File: src/rtl/pwm_duty_ramper.sv
// Duty-cycle slew source for the PWM generator: steps duty one LSB per step_div periods toward a target.
// Optional triangle "breathe" mode is compiled in with `define PWM_RAMP_BREATHE_EN.
module pwm_duty_ramper #(
  parameter int unsigned DUTY_W = 4,
  parameter int unsigned PERIOD = 16,
  parameter int unsigned DIV_W  = 8
) (
  input  logic              clk,
  input  logic              reset_n,
  input  logic              tgt_valid_i,
  output logic              tgt_ready_o,
  input  logic [DUTY_W-1:0] tgt_duty_i,
  input  logic [DIV_W-1:0]  step_div_i,
`ifdef PWM_RAMP_BREATHE_EN
  input  logic              breathe_en_i,
`endif
  output logic [DUTY_W-1:0] duty_cycle_o,
  output logic              period_tick_o,
  output logic              busy_o,
  output logic              done_o
);

  localparam int unsigned PCNT_W = (PERIOD > 1) ? $clog2(PERIOD) : 1;

  typedef enum logic {S_IDLE, S_RAMP} state_e;

  state_e              state_q, state_d;
  logic [PCNT_W-1:0]   pcnt_q;
  logic [DIV_W-1:0]    scnt_q, scnt_d;
  logic [DIV_W-1:0]    div_q, div_d;
  logic [DUTY_W-1:0]   tgt_q, tgt_d;
  logic [DUTY_W-1:0]   duty_q, duty_d;
  logic                done_q, done_d;
  logic                down_q, down_d;
  logic                period_tick;
  logic                breathe_act;
  logic [DUTY_W-1:0]   leg_tgt;
  logic [DUTY_W-1:0]   step_duty;

  assign period_tick = (pcnt_q == PCNT_W'(PERIOD - 1));

  // A zero target cannot form a triangle, so breathing is suppressed for it.
`ifdef PWM_RAMP_BREATHE_EN
  assign breathe_act = breathe_en_i && (tgt_q != '0);
`else
  assign breathe_act = 1'b0;
`endif

  // Free-running period counter, aligned with the generator's counter.
  always_ff @(posedge clk or negedge reset_n) begin
    if (!reset_n) begin
      pcnt_q <= '0;
    end else if (period_tick) begin
      pcnt_q <= '0;
    end else begin
      pcnt_q <= pcnt_q + PCNT_W'(1);
    end
  end

  always_ff @(posedge clk or negedge reset_n) begin
    if (!reset_n) begin
      state_q <= S_IDLE;
      scnt_q  <= '0;
      div_q   <= DIV_W'(1);
      tgt_q   <= '0;
      duty_q  <= '0;
      done_q  <= 1'b0;
      down_q  <= 1'b0;
    end else begin
      state_q <= state_d;
      scnt_q  <= scnt_d;
      div_q   <= div_d;
      tgt_q   <= tgt_d;
      duty_q  <= duty_d;
      done_q  <= done_d;
      down_q  <= down_d;
    end
  end

  // Next-state logic; the current leg heads to 0 on a breathe down-leg, else to the latched target.
  always_comb begin
    state_d   = state_q;
    scnt_d    = scnt_q;
    div_d     = div_q;
    tgt_d     = tgt_q;
    duty_d    = duty_q;
    done_d    = 1'b0;
    down_d    = down_q;
    leg_tgt   = down_q ? '0 : tgt_q;
    step_duty = (duty_q < leg_tgt) ? duty_q + DUTY_W'(1) : duty_q - DUTY_W'(1);

    case (state_q)
      S_IDLE: begin
        if (tgt_valid_i) begin
          tgt_d  = tgt_duty_i;
          div_d  = (step_div_i == '0) ? DIV_W'(1) : step_div_i;
          down_d = 1'b0;
          if (tgt_duty_i == duty_q) begin
            done_d = 1'b1;
          end else begin
            state_d = S_RAMP;
            scnt_d  = '0;
          end
        end
      end
      S_RAMP: begin
        if (period_tick) begin
          if (scnt_q == div_q - DIV_W'(1)) begin
            scnt_d = '0;
            duty_d = step_duty;
            if (step_duty == leg_tgt) begin
              done_d = 1'b1;
              if (breathe_act) begin
                down_d = !down_q;
              end else begin
                state_d = S_IDLE;
                down_d  = 1'b0;
              end
            end
          end else begin
            scnt_d = scnt_q + DIV_W'(1);
          end
        end
      end
      default: state_d = S_IDLE;
    endcase
  end

  assign tgt_ready_o   = (state_q == S_IDLE);
  assign busy_o        = (state_q == S_RAMP);
  assign period_tick_o = period_tick;
  assign duty_cycle_o  = duty_q;
  assign done_o        = done_q;

endmodule

File: config.mk
export PLATFORM = sky130hd
export DESIGN_NAME = pwm_duty_ramper
export DESIGN_NICKNAME = d
export VERILOG_FILES = /design/src/rtl/pwm_duty_ramper.sv
export SDC_FILE = /design/constraint.sdc
export NUM_CORES = 1
export LEC_CHECK = 0
export ABC_AREA = 0
export ABC_CLOCK_PERIOD_IN_PS = 5000
export BUFFER_PORTS_ARGS = -buffer_cell sky130_fd_sc_hd__buf_2
export CAP_MARGIN = 30
export CORE_MARGIN = 8
export CORE_UTILIZATION = 41
export CTS_CLUSTER_DIAMETER = 150
export DETAILED_ROUTE_END_ITERATION = 6
export GPL_ROUTABILITY_DRIVEN = 0
export GPL_TIMING_DRIVEN = 0
export SETUP_SLACK_MARGIN = 0.3
export SYNTH_ARGS = -nofsm -noshare
export SYNTH_HDL_FRONTEND = slang
export SYNTH_SLANG_ARGS = --single-unit
File: constraint.sdc
create_clock -name clk -period 5 [get_ports clk]
set_input_delay 1.25 -clock clk [delete_from_list [all_inputs] [get_ports clk]]
set_output_delay 1.25 -clock clk [all_outputs]
set_load 0.02 [all_outputs]
# [Yosys cells after proc, flatten, opt, wreduce, memory -nomap -nowiden]
# Index checks and enable logic that the tools add are counted.
[word_totals] out_inout_bits=8 in_bits=15 wordCells=55 reg_bits=31
[classes] addsub=5 order_cmp=1 n_eq_ne=9 muxes=26 bitwise_logic=1 reduce_logical=5
[ops] operator="$mux W8" n=5
[ops] operator="$pmux W8 S2" n=1
[ops] operator="$mux W1" n=14
[ops] operator="$mux W4" n=3
[ops] operator="$add A4 B1 Y4 const B" n=2
[ops] operator="$add A8 B1 Y8 const B" n=1
[ops] operator="$eq A4 B4 Y1" n=2
[ops] operator="$eq A8 B8 Y1" n=1
[ops] operator="$logic_not A8 Y1" n=1
[ops] operator="$sub A8 B1 Y8 const B" n=1
[ops] operator="$ne A2 B2 Y1 const B" n=3
[ops] operator="$pmux W1 S2" n=3
[ops] operator="$reduce_and A3 Y1" n=2
[ops] operator="$eq A4 B4 Y1 const B" n=1
[ops] operator="$lt A4 B4 Y1" n=1
[ops] operator="$ne A2 B1 Y1 const B" n=2
[ops] operator="$reduce_and A4 Y1" n=1
[ops] operator="$sub A4 B1 Y4 const B" n=1
[ops] operator="$reduce_and A2 Y1" n=1
[ops] operator="$not A1 Y1" n=1

# [Longest topological paths before layout]
[depth] word_depth=8 mapped_depth=13 ltp_nobuf=13

# [Least setup slack after synthesis]
# Ideal clock, no wire load.
[synth_path] path_kind="flip-flop to flip-flop" startpoint="reg duty_q[3] (netlist: duty_cycle_o[3])" endpoint="reg state_q (netlist: busy_o)" stages_incl_launch_ff=12 slack_ns=2.333 t_arrival_ns=2.540 n_path_buf=0 synth_period_minus_slack_ns=2.667 setup_ns=0.127 t_required_ns=4.873 cell_sequence="dfrtp_1 -> ha_1 -> a21oi_1 -> o21a_1 -> inv_1 -> ha_1 -> a21o_1 -> a21oi_1 -> xnor2_1 -> xnor3_1 -> nor3_4 -> o21bai_1"
[synth_between] elab_chain_cells=7 elab_cells_between_ends=12 classes_between="add/sub (2); order compare (1); eq/ne (2); mux (7)"
[synth_rtl] element="start, declared" line_no="32" source="logic [DUTY_W-1:0] duty_q, duty_d;"
[synth_rtl] element="start signal, assigned" line_no="74" source="duty_q <= duty_d;"
[synth_rtl] element="$sub A4 B1 Y4 (tied with other cells)" line_no="90" source="step_duty = (duty_q < leg_tgt) ? duty_q + DUTY_W'(1) : duty_q - DUTY_W'(1);"
[synth_rtl] element="$mux W4" line_no="90"
[synth_rtl] element="$eq A4 B4 Y1" line_no="111" source="if (step_duty == leg_tgt) begin"
[synth_rtl] element="$mux W1" line_no="111"
[synth_rtl] element="$mux W1" line_no="108" source="if (scnt_q == div_q - DIV_W'(1)) begin"
[synth_rtl] element="$mux W1" line_no="107" source="if (period_tick) begin"
[synth_rtl] element="$pmux W1 S2 *" line_no="92" source="case (state_q)"
[synth_rtl] element="net state_d" line_no="27" source="state_e state_q, state_d;"
[synth_rtl] element="end signal, assigned" line_no="70" source="state_q <= state_d;"
[synth_rtl] element="end, declared" line_no="27"
# Mark *: on every way through the listed nets, which the timed path passes. The rest lies on a longest branch.
# A chain may end at the register's enable or synchronous reset.

# [Worst setup path in the final report]
[layout_path] startpoint="reg duty_q[0] (netlist: duty_cycle_o[0])" endpoint="reg state_q (netlist: busy_o)"
[layout_between] elab_chain_cells=7 elab_cells_between_ends=12 classes_between="add/sub (2); order compare (1); eq/ne (2); mux (7)"
[layout_rtl] element="$sub A4 B1 Y4 (tied with other cells)" line_no="90"
[layout_rtl] element="$mux W4 *" line_no="90"
[layout_rtl] element="net step_duty[0]" line_no="38" source="logic [DUTY_W-1:0] step_duty;"
[layout_rtl] element="$eq A4 B4 Y1 *" line_no="111"
[layout_rtl] element="$mux W1 *" line_no="111"
[layout_rtl] element="$mux W1 *" line_no="108"
[layout_rtl] element="$mux W1 *" line_no="107"
[layout_rtl] element="$pmux W1 S2 *" line_no="92"
[layout_rtl] element="net state_d" line_no="27"
# Marked as above.

==> qor.csv <==
stage,metric,value,unit
status,status,"complete, no violations",
global_routing,gr-total-overflow,0,
floorplanning,die_y,83.21,um
sta,worst-slew-pin-transition,0.7013,ns
power,p_seq_share,47.9,%
synth,ys_ff_latch,30,
setup_path,crit_path_end_kind,register,
detailed_routing,num_vias,1432,
synth,netlist_instances,189,
detailed_routing,antenna_left,0,
global_routing,grt_max_degree,31,
cells_and_area,regArea,752.0,um^2
power,internal_power,420.4,uW
detailed_routing,drtPass1Iterations,4,
synth,synth-seq-area-share,40.61,%
synth,netlist_area,0.001852,mm^2
power,power_frac_clock,41.7,%
power,power_frac_comb,10.4,%
global_routing,grt_pass1_wl,6.775,mm
cells_and_area,area_delta_synth_final,15.41,%
sta,tns,0,ns
power,p_per_area,262.0,mW/mm^2
clock_tree,cts_sinks,30,
setup_path,crit_buf_inv,3,
synth,synth.avg_cell_area,9.798,um^2
floorplanning,core_area,0.004354,mm^2
synth,ys_types,46,
sta,setup_viol,0,
power,switchingPower,139.6,uW
floorplanning,initial_utilization,42.53,%
synth,ys_warn_count,0,
sta,post-route-period-util,57.25,%
clock_tree,cts_hold_buffers,0,
min_path,worstHoldPathType,reg -> reg,
sta,whs,0.4863,ns
synth,async_reset_ff_share,100.0,%
clock_tree,cts.htree.levels,2,
cells_and_area,fill_cells,403,
floorplanning,rows,24,
global_routing,grt_pass1_vias,1486,
clock_tree,clk_pin_slew_worst_paths,0.07,ns
placement,io_buffers,22,
clock_tree,cts_inserted_buffers,5,
setup_path,cpMostUsedCell,inv_1,
cells_and_area,drive_gt1_share,20.09,%
cells_and_area,nets,243,
synth,synth-edff-count,0,
power,total_power,560.0,uW
sta,max_slew_margin,53.24,%
clock_tree,post-cts-setup-buffers,0,
detailed_routing,via_per_inst,5.284,
power,ir_drop,0.0001508,V
floorplanning,dieArea,0.006923,mm^2
floorplanning,die_w,83.21,um
cells_and_area,post-route-util,49.08,%
setup_path,cp_max_fo,4,
setup_path,start_kind,register,
cells_and_area,multi_input_area,998.5,um^2
sta,skew,0.009899,ns
setup_path,slowest_stage,dfrtp_1,
sta,rsz0062_at_grt,false,
sta,slew_violations,0,
clock_tree,cts_tree,done,
detailed_routing,wl_per_cell,14.35,um
power,power_leakage,0.9809,nW
power,switching_share,24.92,%
clock_tree,cts_root_buf,clkbuf_8,
setup_path,critPathKind,reg -> reg,
sta,period_needed,2.863,ns
setup_path,required,5.16,ns
clock_tree,clockBufferDepth,2,
setup_path,slowest_delay,0.42,ns
cells_and_area,n_antenna_cell,0,
floorplanning,ios,23,
synth,yosys_most_used_dff,dfrtp_1,
clock_tree,cts_resized,0,
setup_path,worstPathArrival,3.02,ns
clock_tree,clk_latency,0.28,ns
sta,hold_violations,0,
global_routing,antenna_found_initial,0,
placement,post-dp-hpwl,2.937,mm
detailed_routing,drc,0,
setup_path,crit_family,compound AO/OA/AOI/OAI gates,
synth,synthesis.nets,214,
detailed_routing,routed_wl,3.888,mm
setup_path,worstPathCellList,inv_1 > ha_1 > inv_1 > a21oi_1 > o21a_1 > inv_1 > ha_1 > a21o_1 > a21oi_1 > xnor2_1 > xnor3_1 > nor3_4 > o21bai_1,
global_routing,track_usage,11.73,%
sta,fmax,349.3,MHz
detailed_routing,drtIter0Drc,60,
run,drv_cap,0,
per-layer routing:
metal,track usage (%),vias to the layer above,wire length (um)
met5,0,-,0
met4,3.355,0,18
met3,4.590,2,147
met2,19.38,17,1848
met1,13.63,687,1873
li1,-,726,-
cell type report:
class / count / share of cell area [%]
sequential: 30 / 35.19
inverter: 19 / 3.337
clock buffer: 8 / 5.152
tap: 52 / 3.044
multi-input combinational: 134 / 46.72
timing repair buffer: 22 / 5.152
buffer: 6 / 1.405
state kept, by name, indices dropped and copies added, names as in the netlist:
register	cells
busy_o	1
div_q	8
done_o	1
duty_cycle_o	4
pcnt_q	4
scnt_q	8
tgt_q	4
power by group through the flow:
| stage | clock network, mW | logic, mW | registers, mW |
|---|---|---|---|
| after floorplan | 0 | 0.0404 | 0.269 |
| after global placement | 0 | 0.0581 | 0.273 |
| after detailed placement | 0 | 0.0586 | 0.273 |
| after CTS | 0.237 | 0.0590 | 0.268 |
| after global routing | 0.252 | 0.0667 | 0.270 |
| final | 0.234 | 0.0580 | 0.268 |
synth_stat cells (all sizes together), types with 3 or more instances:
master  number  area share [%]
o21ai       12             3.2
a21oi        4             1.1
nor2         5             1.4
nand2       19             3.9
nand4        5             1.7
mux2         7             4.3
xnor2       13             6.1
xor2         6             2.8
clkbuf       5             1.0
nor3         7             2.5
ha           9             6.1
o22ai        4             1.4
nand3        9             2.4
a31oi        6             2.0
nor4         3             2.2
inv         19             3.9
dfrtp       29              39
layout by cell type (no fill, tap or decap), types with 8 or more instances in the layout:
| cell | instances |
|---|---|
| nand2_1 | 19 |
| dfrtp_1 | 29 |
| nand3_1 | 9 |
| buf_2 | 22 |
| o21ai_0 | 11 |
| clkbuf_8 | 8 |
| inv_1 | 19 |
| xnor2_1 | 13 |
| ha_1 | 9 |
cell families after synthesis:
logic type      Yosys count  synth area share [%]
xor+xnor                 20                 10.20
flops                    30                 40.61
compound gates           39                 14.19
simple gates             57                 17.57
mux                       8                 4.797
buf+inv                  25                 5.473
fa+ha+maj                10                 7.162
stage by stage:
stage | instance area (um^2) | std cells | worst slack [ns]
after floorplan | 1852 | 189 | 2.333
after global placement | 2027 | 263 | 2.166
after detailed placement | 2027 | 263 | 2.127
after CTS | 2137 | 271 | 2.099
after global routing | 2137 | 271 | 1.873
final | 2137 | 271 | 2.137
final timing paths:
kind,startpoint,end,slack (ns),cells past startpoint
max in group asynchronous,reset_n,div_q[4],3.53,1
hold reg to reg,pcnt_q[0],pcnt_q[0],0.49,1
hold / removal,pcnt_q[0],pcnt_q[0],0.49,1
min in group asynchronous,reset_n,scnt_q[7],1.02,1
setup reg to reg,duty_cycle_o[0],busy_o,2.14,13
setup / recovery,duty_cycle_o[0],busy_o,2.14,13
(Power assumes the default switching activity.)
